`config.mk`:
```
export PLATFORM = sky130hd
export DESIGN_NAME = timer_sched
export DESIGN_NICKNAME = d
export VERILOG_FILES = /design/src/rtl/timer_sched_pkg.sv /design/src/rtl/timer_sched_cnt_sync_ld.sv /design/src/rtl/timer_sched.sv
export SDC_FILE = /design/constraint.sdc
export NUM_CORES = 1
export LEC_CHECK = 0
export BUFFER_PORTS_ARGS = -buffer_cell sky130_fd_sc_hd__buf_2
export CORE_MARGIN = 2
export CORE_UTILIZATION = 49
export CTS_BUF_LIST = sky130_fd_sc_hd__clkbuf_16
export DETAILED_ROUTE_END_ITERATION = 8
export PLACE_DENSITY = 0.89
export SLEW_MARGIN = 10
export SYNTH_ARGS = -nofsm -noshare
export SYNTH_HDL_FRONTEND = slang
export SYNTH_SLANG_ARGS = --single-unit
```
`constraint.sdc`:
```
create_clock -name CLK -period 1.91 [get_ports CLK]
set_clock_uncertainty 0.15 [all_clocks]
set_input_delay 0.2865 -clock CLK [delete_from_list [all_inputs] [get_ports CLK]]
set_output_delay 0.2865 -clock CLK [all_outputs]
set_load 0.02 [all_outputs]
```
`src/rtl/timer_sched_pkg.sv`:
```
// Shared definitions for the two-requester delay-timer scheduler.
package timer_sched_pkg;

    // Default counter / delay width; terminal count is all-ones.
    localparam int W_DEF = 4;

    // Controller states, binary encoded in 2 bits.
    typedef enum logic [1:0] {
        ST_IDLE = 2'd0,
        ST_LOAD = 2'd1,
        ST_RUN  = 2'd2,
        ST_FIN  = 2'd3
    } state_t;

    // One-hot select for a two-entry requester index.
    function automatic logic [1:0] onehot2(input logic sel);
        return sel ? 2'b10 : 2'b01;
    endfunction

endpackage

```
`src/rtl/timer_sched_cnt_sync_ld.sv`:
```
// W-bit synchronous up-counter with synchronous load (priority over enable),
// asynchronous active-low clear and an all-ones carry-out.
module cnt_sync_ld
    import timer_sched_pkg::*;
#(
    parameter int W = W_DEF
) (
    input  logic         CLK,
    input  logic         MR,
    input  logic         LD,
    input  logic         EN,
    input  logic [W-1:0] D,
    output logic [W-1:0] Q,
    output logic         CO
);

    logic [W-1:0] q_reg;

    // Counter register: clear, else load, else count when enabled.
    always_ff @(posedge CLK or negedge MR) begin
        if (!MR) begin
            q_reg <= '0;
        end else if (LD) begin
            q_reg <= D;
        end else if (EN) begin
            q_reg <= q_reg + 1'b1;
        end
    end

    assign Q  = q_reg;
    assign CO = &q_reg;

endmodule

```
`src/rtl/timer_sched.sv`:
```
// Round-robin arbiter and controller sharing one loadable counter as a
// programmable delay timer between two requesters.
module timer_sched
    import timer_sched_pkg::*;
#(
    parameter int W = W_DEF
) (
    input  logic         CLK,
    input  logic         MR,
    input  logic         TICK,
    input  logic [1:0]   REQ,
    input  logic [W-1:0] DLY0,
    input  logic [W-1:0] DLY1,
    output logic [1:0]   GNT,
    output logic [1:0]   DONE,
    output logic         BUSY,
    output logic [W-1:0] CNT
);

    state_t       state_reg, state_next;
    logic         owner_reg, owner_next;
    logic [W-1:0] dly_reg,   dly_next;
    logic         ptr_reg,   ptr_next;

    logic         cnt_ld;
    logic         cnt_en;
    logic         cnt_co;
    logic         win;

    // Controller registers; everything returns to IDLE with requester 0 preferred.
    always_ff @(posedge CLK or negedge MR) begin
        if (!MR) begin
            state_reg <= ST_IDLE;
            owner_reg <= 1'b0;
            dly_reg   <= '0;
            ptr_reg   <= 1'b0;
        end else begin
            state_reg <= state_next;
            owner_reg <= owner_next;
            dly_reg   <= dly_next;
            ptr_reg   <= ptr_next;
        end
    end

    // Next-state logic: arbitration in IDLE, abort on owner drop, carry-out exit.
    always_comb begin
        state_next = state_reg;
        owner_next = owner_reg;
        dly_next   = dly_reg;
        ptr_next   = ptr_reg;
        cnt_ld     = 1'b0;
        cnt_en     = 1'b0;
        win        = 1'b0;
        unique case (state_reg)
            ST_IDLE: begin
                if (REQ != 2'b00) begin
                    // A single request wins outright; a tie goes to the pointer.
                    win        = (REQ == 2'b11) ? ptr_reg : REQ[1];
                    owner_next = win;
                    dly_next   = win ? DLY1 : DLY0;
                    state_next = ST_LOAD;
                end
            end
            ST_LOAD: begin
                if (!REQ[owner_reg]) begin
                    // Abort before the load: the counter keeps its old value.
                    state_next = ST_IDLE;
                    ptr_next   = ~owner_reg;
                end else begin
                    cnt_ld     = 1'b1;
                    state_next = ST_RUN;
                end
            end
            ST_RUN: begin
                if (!REQ[owner_reg]) begin
                    state_next = ST_IDLE;
                    ptr_next   = ~owner_reg;
                end else if (cnt_co) begin
                    // Leaving on carry-out keeps the counter from ever wrapping.
                    state_next = ST_FIN;
                end else begin
                    cnt_en = TICK;
                end
            end
            ST_FIN: begin
                state_next = ST_IDLE;
                ptr_next   = ~owner_reg;
            end
            default: begin
                state_next = ST_IDLE;
            end
        endcase
    end

    // Preloading the complement makes the delay end exactly at all-ones.
    cnt_sync_ld #(
        .W (W)
    ) u_cnt (
        .CLK (CLK),
        .MR  (MR),
        .LD  (cnt_ld),
        .EN  (cnt_en),
        .D   (~dly_reg),
        .Q   (CNT),
        .CO  (cnt_co)
    );

    assign BUSY = (state_reg != ST_IDLE);

    // Per-requester grant and completion outputs decoded from the owner.
    genvar gi;
    generate
        for (gi = 0; gi < 2; gi++) begin : g_req
            assign GNT[gi]  = BUSY && (owner_reg == 1'(gi));
            assign DONE[gi] = (state_reg == ST_FIN) && (owner_reg == 1'(gi));
        end
    endgenerate

endmodule

```
==> results of run 1 <==
==> how the worst max path moves through the flow <==
stage                 end  slack, ps  cells after the start
2_1_floorplan  u_cnt.Q[2]        230                      5
3_3_place_gp   u_cnt.Q[2]        270                      5
3_5_place_dp   u_cnt.Q[2]        240                      5
4_1_cts              BUSY        140                      4
5_1_grt              BUSY         40                      4
6_report           GNT[1]        120                      4
==> cells in the final DEF (no fill, tap or decap), drive strengths merged <==
master / instances
and4: 2
a21oi: 2
xnor2: 1
o22ai: 1
nand4: 1
buf: 21
o221a: 1
o21ai: 7
inv: 5
a31oi: 5
nand3: 2
nand2b: 1
mux2i: 6
dfrtp: 12
nand2: 7
o22a: 1
dlygate4sd3: 1
a22oi: 1
o21a: 1
nor2b: 1
mux2: 2
clkbuf: 3
ha: 5
or2b: 1
clkinv: 1
xor2: 1
nor2: 6
and2: 2
==> power by group <==
group / switching [mW] / internal [mW]
registers: 0.126 / 0.386
logic: 0.489 / 0.350
clock network: 0.112 / 0.276
==> worst max-delay path, stage by stage, from the launching register on <==
cell     delay (ps)
dfrtp_1         410
inv_1            80
ha_1            300
nor2b_1         140
buf_2           170
==> cells by family after synthesis <==
kind of cell	after synthesis	synth area share, %
flip-flops	12	41.0
AO/OA/AOI/OAI	19	16.9
XOR/XNOR	2	2.39
buffers and inverters	5	2.56
adder cells (fa/ha/maj)	5	8.53
AND/OR/NAND/NOR	23	16.4
multiplexers	8	12.3
==> layer usage <==
layer  part of all wire [%]  global-route usage, %  vias up
met4                    2.8                   17.5        0
li1                       -                      -      318
met3                    4.6                   4.68        4
met1                     44                   25.5      306
met5                      0                      0        -
met2                     49                   32.7       19
==> area by class of cell <==
type / count / share of cell area [%]
multi-input combinational: 57 / 43.8
clock inverter: 1 / 0.397
timing repair buffer: 22 / 12.2
sequential: 12 / 31.7
inverter: 5 / 1.98
tap: 15 / 1.98
clock buffer: 3 / 7.94
==> what timing repair did <==
action                    4_1_cts  5_1_grt
hold buffers                    1        0
hold endpoints to repair       12        0
setup buffers                   0        0
==> results.md, run 1 <==
Clock tree:
- In this run the number of H-tree levels came out at 1.
- TritonCTS built the clock tree.
- The tree is rooted in a clkbuf_16.
- In this run the deepest clock path goes through 2 buffers.
- The clock latency on the worst-skew pair is 240 ps.
- The clock edge transition at the registers on the reported setup and hold paths is 40 ps.
- The quantity of gates resized following cts is 0.
- The clock net in this run drives a total of 12 sinks.
- The number of buffers created by CTS is 3.

Min path:
- Along the worst hold path, the cell count comes to 3.
- The worst hold path startpoint is DLY1[1].
- The worst hold path endpoint is dly_reg[1].
- In this run the worst hold path is classified as in2reg.

GRT:
- The global-route wire length before repair is 2.80 mm.
- The global router's overall resource usage is between 20% and 30%.
- The initial antenna violation count is 0.
- The maximum number of pins on one net before global-route repair is 13.
- The number of global-route vias before repair is 661.
- The aggregate global routing overflow is 0.

Setup path:
- In this run the critical register-to-register path is launched from u_cnt.Q[0].
- For the worst flop-to-flop path, the logic depth is 5.
- The kind of end point of the critical path is an output port.
- STA classifies the critical path startpoint as a flip-flop.
- The worst setup path startpoint is state_reg[0].
- The internal reg-to-reg setup slack is 220 ps.
- The worst setup path is of the reg2out kind.
- The arrival time of the worst setup path is 1350 ps.
- The required time of the critical path is 1470 ps.
- Of all nets on the critical path, the largest fanout is 7.
- The worst reg2reg path endpoint is u_cnt.Q[2].

Status:
- The run finished with clean final reports.

STA:
- For this run, the top clock speed supported by timing is 560 MHz.
- The worst hold slack is 183 ps.
- The accumulated negative setup slack is 0 ps.
- The final critical-path setup slack is 124 ps.
- The count of endpoints failing hold in the final timing report was 0.
- The count of final max-slew check failures is 0.
- Setup repair after global routing left no endpoint under its margin.
- The share of the cycle needed by the critical path after routing is approximately 94%.
- Subtracting the final worst setup slack from the clock period gives 1790 ps.
- The headroom to the max-slew limit is 65.6%.
- Setup violations remaining at the end of the flow were counted as 0.
- At the pin with the least slew margin, the transition time is between 500 and 600 ps.

Drt:
- The number of DRC violations after detailed-routing iteration 0 is 11.
- Once detail routing completed, the nets flagged for antenna violations numbered 0.
- The vias per cell is approximately 5.6.
- For this run, design rule violations remaining after detail routing come to 0.
- The detailed-route via count is about 650.
- The routed wire length is 1.67 mm.
- The number of iterations in the first detailed-routing pass is 4.
- The detail-routed net length per standard cell is 14.5 um.

Finish:
- In the final layout, the multi-input gates occupy 414 sq um.
- The sequential cell area is approximately 300 sq um.
- The final design area excluding fillers is 946 sq um.
- In the final layout, the share of cells above drive strength 1 is 29.0%.
- Cells fill 70.1% of the core in the end.
- The repair_antennas step left the layout with diodes totalling 0.
- The count of placed standard cells in the final layout, fillers left out is 115.
- For this run, the post-layout net count is 119.
- Compared with the post-synthesis result, the final layout area differs by 29.0%.
- The layout filler cell count is 102.

Synth:
- The synthesized design spends more area on one cell type than any other, namely dfrtp_1.
- The post-synthesis cell type count is 27.
- The fraction of registers with async set/reset is 100%.
- Counting every instance in the synthesized netlist gives between 70 and 80.
- The area of the mapped netlist is 733 sq um.
- The synthesized design contains 12 register bits.
- Counting every net in the synthesized netlist gives 92.
- The most common cell in the synthesized netlist is dfrtp_1.
- The synthesized design devotes to its leading area cell type 41.0% of total area.
- The Yosys step of the flow raised 0 warnings.
- The number of enable flip-flop cells after synthesis is 0.
- The post-synthesis area per instance is 9.91 sq um.
- The commonest cells after synthesis are 12 x dfrtp_1, 7 x nand2_1, 6 x mux2i_1, 6 x nor2_1, 6 x o21ai_0.
- Sorting the synthesized cells by area gives the leading types as dfrtp_1 41%, ha_1 8.5%, mux2i_1 8.2%.
- The dominant synthesized flop cell is dfrtp_1.
- The sequential element share of the synthesized area is 41.0%.

Die:
- The total die area is 0.00182 sq mm.
- In this run the core area contains 13 standard-cell rows.
- The total area inside the core boundary comes to 0.00135 sq mm.
- The horizontal extent of the die is ~43 um.
- The die extent in y is 42.7 um.
- The number of placed I/O pins is 22.
- The initial standard-cell utilization of the core is a little over half.

Power:
- The design draws 1.74 mW.
- Power spread over the standard cell area amounts to 1840 mW/mm^2.
- In this run the static leakage power is 0.479 nW.
- The maximum vdd drop is roughly 1.4 mV.

Placement:
- At the placement stage, the worst setup path has a slack of 245 ps.
- The HPWL after detailed placement is 1.18 mm.
- The congestion estimate from routability-driven global placement came to ~0.86.
- Summing all placed instances gives a cell area of 857 sq um.
- The number of port buffers is 21.
- Counting tap cells, the placed design contains a total of 110 instances.

Run:
- The max-capacitance violation count is 0.
(Power assumes the default switching activity.)
==> run 2, diff against run 1 <==
Settings changed: GPL_TIMING_DRIVEN from default to 0, SETUP_SLACK_MARGIN from default to 0.5.
==> results.md, run 2 (synthesis results as in run 1) <==
Drt:
- The DRC violation count after routing is 0.
- In this run the remaining antenna-violating nets after routing total 0.
- The routed wire length is 1.98 mm.
- Dividing the detail-routed wire length by the instance count gives 15.8 um.
- In this run, the number of DRC markers left after iteration 0 of detailed routing was 10.
- The first detailed-routing pass ran for 4 iterations.
- Dividing the detail-routed via count by the number of cells gives approximately 5.6.
- The detailed-route via count is 696.

GRT:
- Entering global routing, the biggest net connects 13 pins.
- The first global-routing pass estimated 3.07 mm of wire.
- The initial antenna violation count is 0.
- The aggregate global routing overflow is 0.
- The number of global-route vias before repair is around 650.
- Across every metal layer, demand over resource in global routing totals 23.2%.

Min path:
- The worst hold path startpoint is DLY0[2].
- Counting instances, the worst hold path has a depth of 3.
- The path class of the tightest hold or removal check is in2reg.
- The path with the worst hold slack has its endpoint at dly_reg[2].

STA:
- The count of final max-slew check failures is 0.
- The timing-limited maximum frequency is 622 MHz.
- The count of endpoints failing hold in the final timing report was 0.
- Setup repair after global routing could not meet its margin everywhere.
- The final critical-path setup slack is just over 300 ps.
- Setup violations remaining at the end of the flow were counted as 0.
- The accumulated negative setup slack is 0 ps.
- The share of the cycle needed by the critical path after routing is 84.2%.
- The routed design could run at a clock period as short as 1610 ps.
- In this run the tightest slew margin relative to its limit is 81.3%.
- At the pin with the least slew margin, the transition time is 281 ps.

Clock tree:
- TritonCTS built the clock tree.
- TritonCTS created 3 clock buffers.
- Clock-pin slew was measured on the worst setup and hold paths at 40 ps.
- The clock sink count is 12.
- Clock latency on the worst-skew pair, taken at its later pin, is 240 ps.
- Clock tree synthesis selected as its root buffer the cell clkbuf_16.
- CTS built an H-tree with a depth of 1.
- In this run the deepest clock path goes through 2 buffers.

Setup path:
- STA puts the critical path data required time at 1940 ps.
- STA puts the critical path data arrival time at 1640 ps.
- The endpoint identified for the worst register-to-register timing path is u_cnt.Q[2].
- STA classifies the critical path startpoint as a flip-flop.
- The kind of end point of the critical path is a flip-flop.
- The signal on the critical path passes through mux2_4 -> and4_4 -> a31oi_1 -> o221a_1.
- The slowest cell on the critical path is dfrtp_2.
- The worst setup path is of the reg2reg kind.
- In this run the critical register-to-register path is launched from owner_reg.
- Along the worst path, the maximum fanout reaches 7.
- The internal reg-to-reg setup slack is 300 ps.
- The number of cells on the worst reg-to-reg path is 4.
- The peak per-stage delay on the critical path is between 400 and 500 ps.

Status:
- The run finished with clean final reports.

Finish:
- The most common cell after layout, fill and taps aside is buf_2.
- The fraction of final layout cells sized beyond drive strength 1 is 53.6%.
- The final layout contains approximately 130 nets.
- Excluding fillers, the count of instances in the completed layout stands at 125.
- 0 antenna diodes ended up in the layout.
- The post-route core utilization is between 80% and 90%.
- The area overhead of the layout relative to synthesis is 58.2%.
- The final design area excluding fillers is 0.00116 sq mm.
- In the layout the commonest cells are 14 x buf_2, 12 x buf_4, 7 x dfrtp_1.

Placement:
- At the end of routability-driven placement, the weighted congestion stood at 0.832.
- The post-placement setup slack is 255 ps.
- The wire-length estimate of the detail-placed layout is roughly 1.2 mm.
- Counting tap cells, the placed design contains a total of between 100 and 150 instances.
- Port buffering added 21 buffers.
- The placed instances occupy a cell area of 890 sq um.

Die:
- The initial standard-cell utilization of the core is 54.3%.
- Row generation in the floorplan step produced 13 rows.
- The die covers between 0.0015 and 0.002 sq mm.
- 22 I/O pins were placed.
- The horizontal extent of the die is 42.7 um.
- The core region is 0.00135 sq mm.
- The die extent in y is 42.7 um.

Power:
- The total power density per cell area is around 1900 mW/mm^2.
- The leakage power of the design is 0.541 nW.
- VDD sags by at most 1.28 mV.

Run:
- Across the run, the number of max-cap violations was 0.
run 2: worst max-delay path by stage:
stage	start	to	slack, ps	depth (start not counted)
final	owner_reg	u_cnt.Q[2]	300	4
after global routing	owner_reg	u_cnt.Q[2]	250	4
after CTS	state_reg[1]	GNT[1]	340	4
after detailed placement	state_reg[1]	dly_reg[2]	260	5
after global placement	state_reg[1]	dly_reg[3]	320	5
after floorplan	u_cnt.Q[1]	u_cnt.Q[2]	380	5
run 2: power breakdown:
part / internal [mW] / switching [mW]
registers: 0.396 / 0.154
logic: 0.645 / 0.623
clock network: 0.276 / 0.111
total: 1.32 / 0.888
run 2: layout make-up:
type | instances | area [sq um]
clock buffers | 3 | 75.1
clock inverters | 1 | 3.75
fillers | 76 | 190
inverters | 5 | 21.3
multi-input cells | 57 | 508
flip-flops and latches | 12 | 307
well taps | 15 | 18.8
repair buffers | 32 | 226
run 2: per-layer routing:
layer / track usage [%] / vias up / share of wire, %
li1: - / 340 / -
met1: 30.1 / 331 / 44
met2: 35.8 / 21 / 51
met3: 5.96 / 4 / 4.4
met4: 11.3 / 0 / 1.1
met5: 0 / - / 0
run 2: through the flow:
| step | hold WS, ps | power (mW) |
|---|---|---|
| floorplan | -159 | 1.16 |
| global placement | 25.2 | 1.35 |
| detailed placement | 26.0 | 1.40 |
| CTS | 184 | 2.02 |
| global route | 198 | 2.35 |
| finish | 181 | 2.21 |
run 2: critical path: cells and delay by family (launching register included):
kind | cells | cell delay (ps)
DFF | 1 | 440
AOI/OAI and AO/OA | 2 | 400
muxes | 1 | 350
and+or+nand+nor | 1 | 210
run 2: timing repair:
item                                   4_1_cts  5_1_grt
endpoints found under the hold margin       12        0
gates resized for setup                     16       15
hold buffers                                 1        0
buffers inserted                             8        2
setup endpoints to repair                   16       18
pin swaps                                    4        3
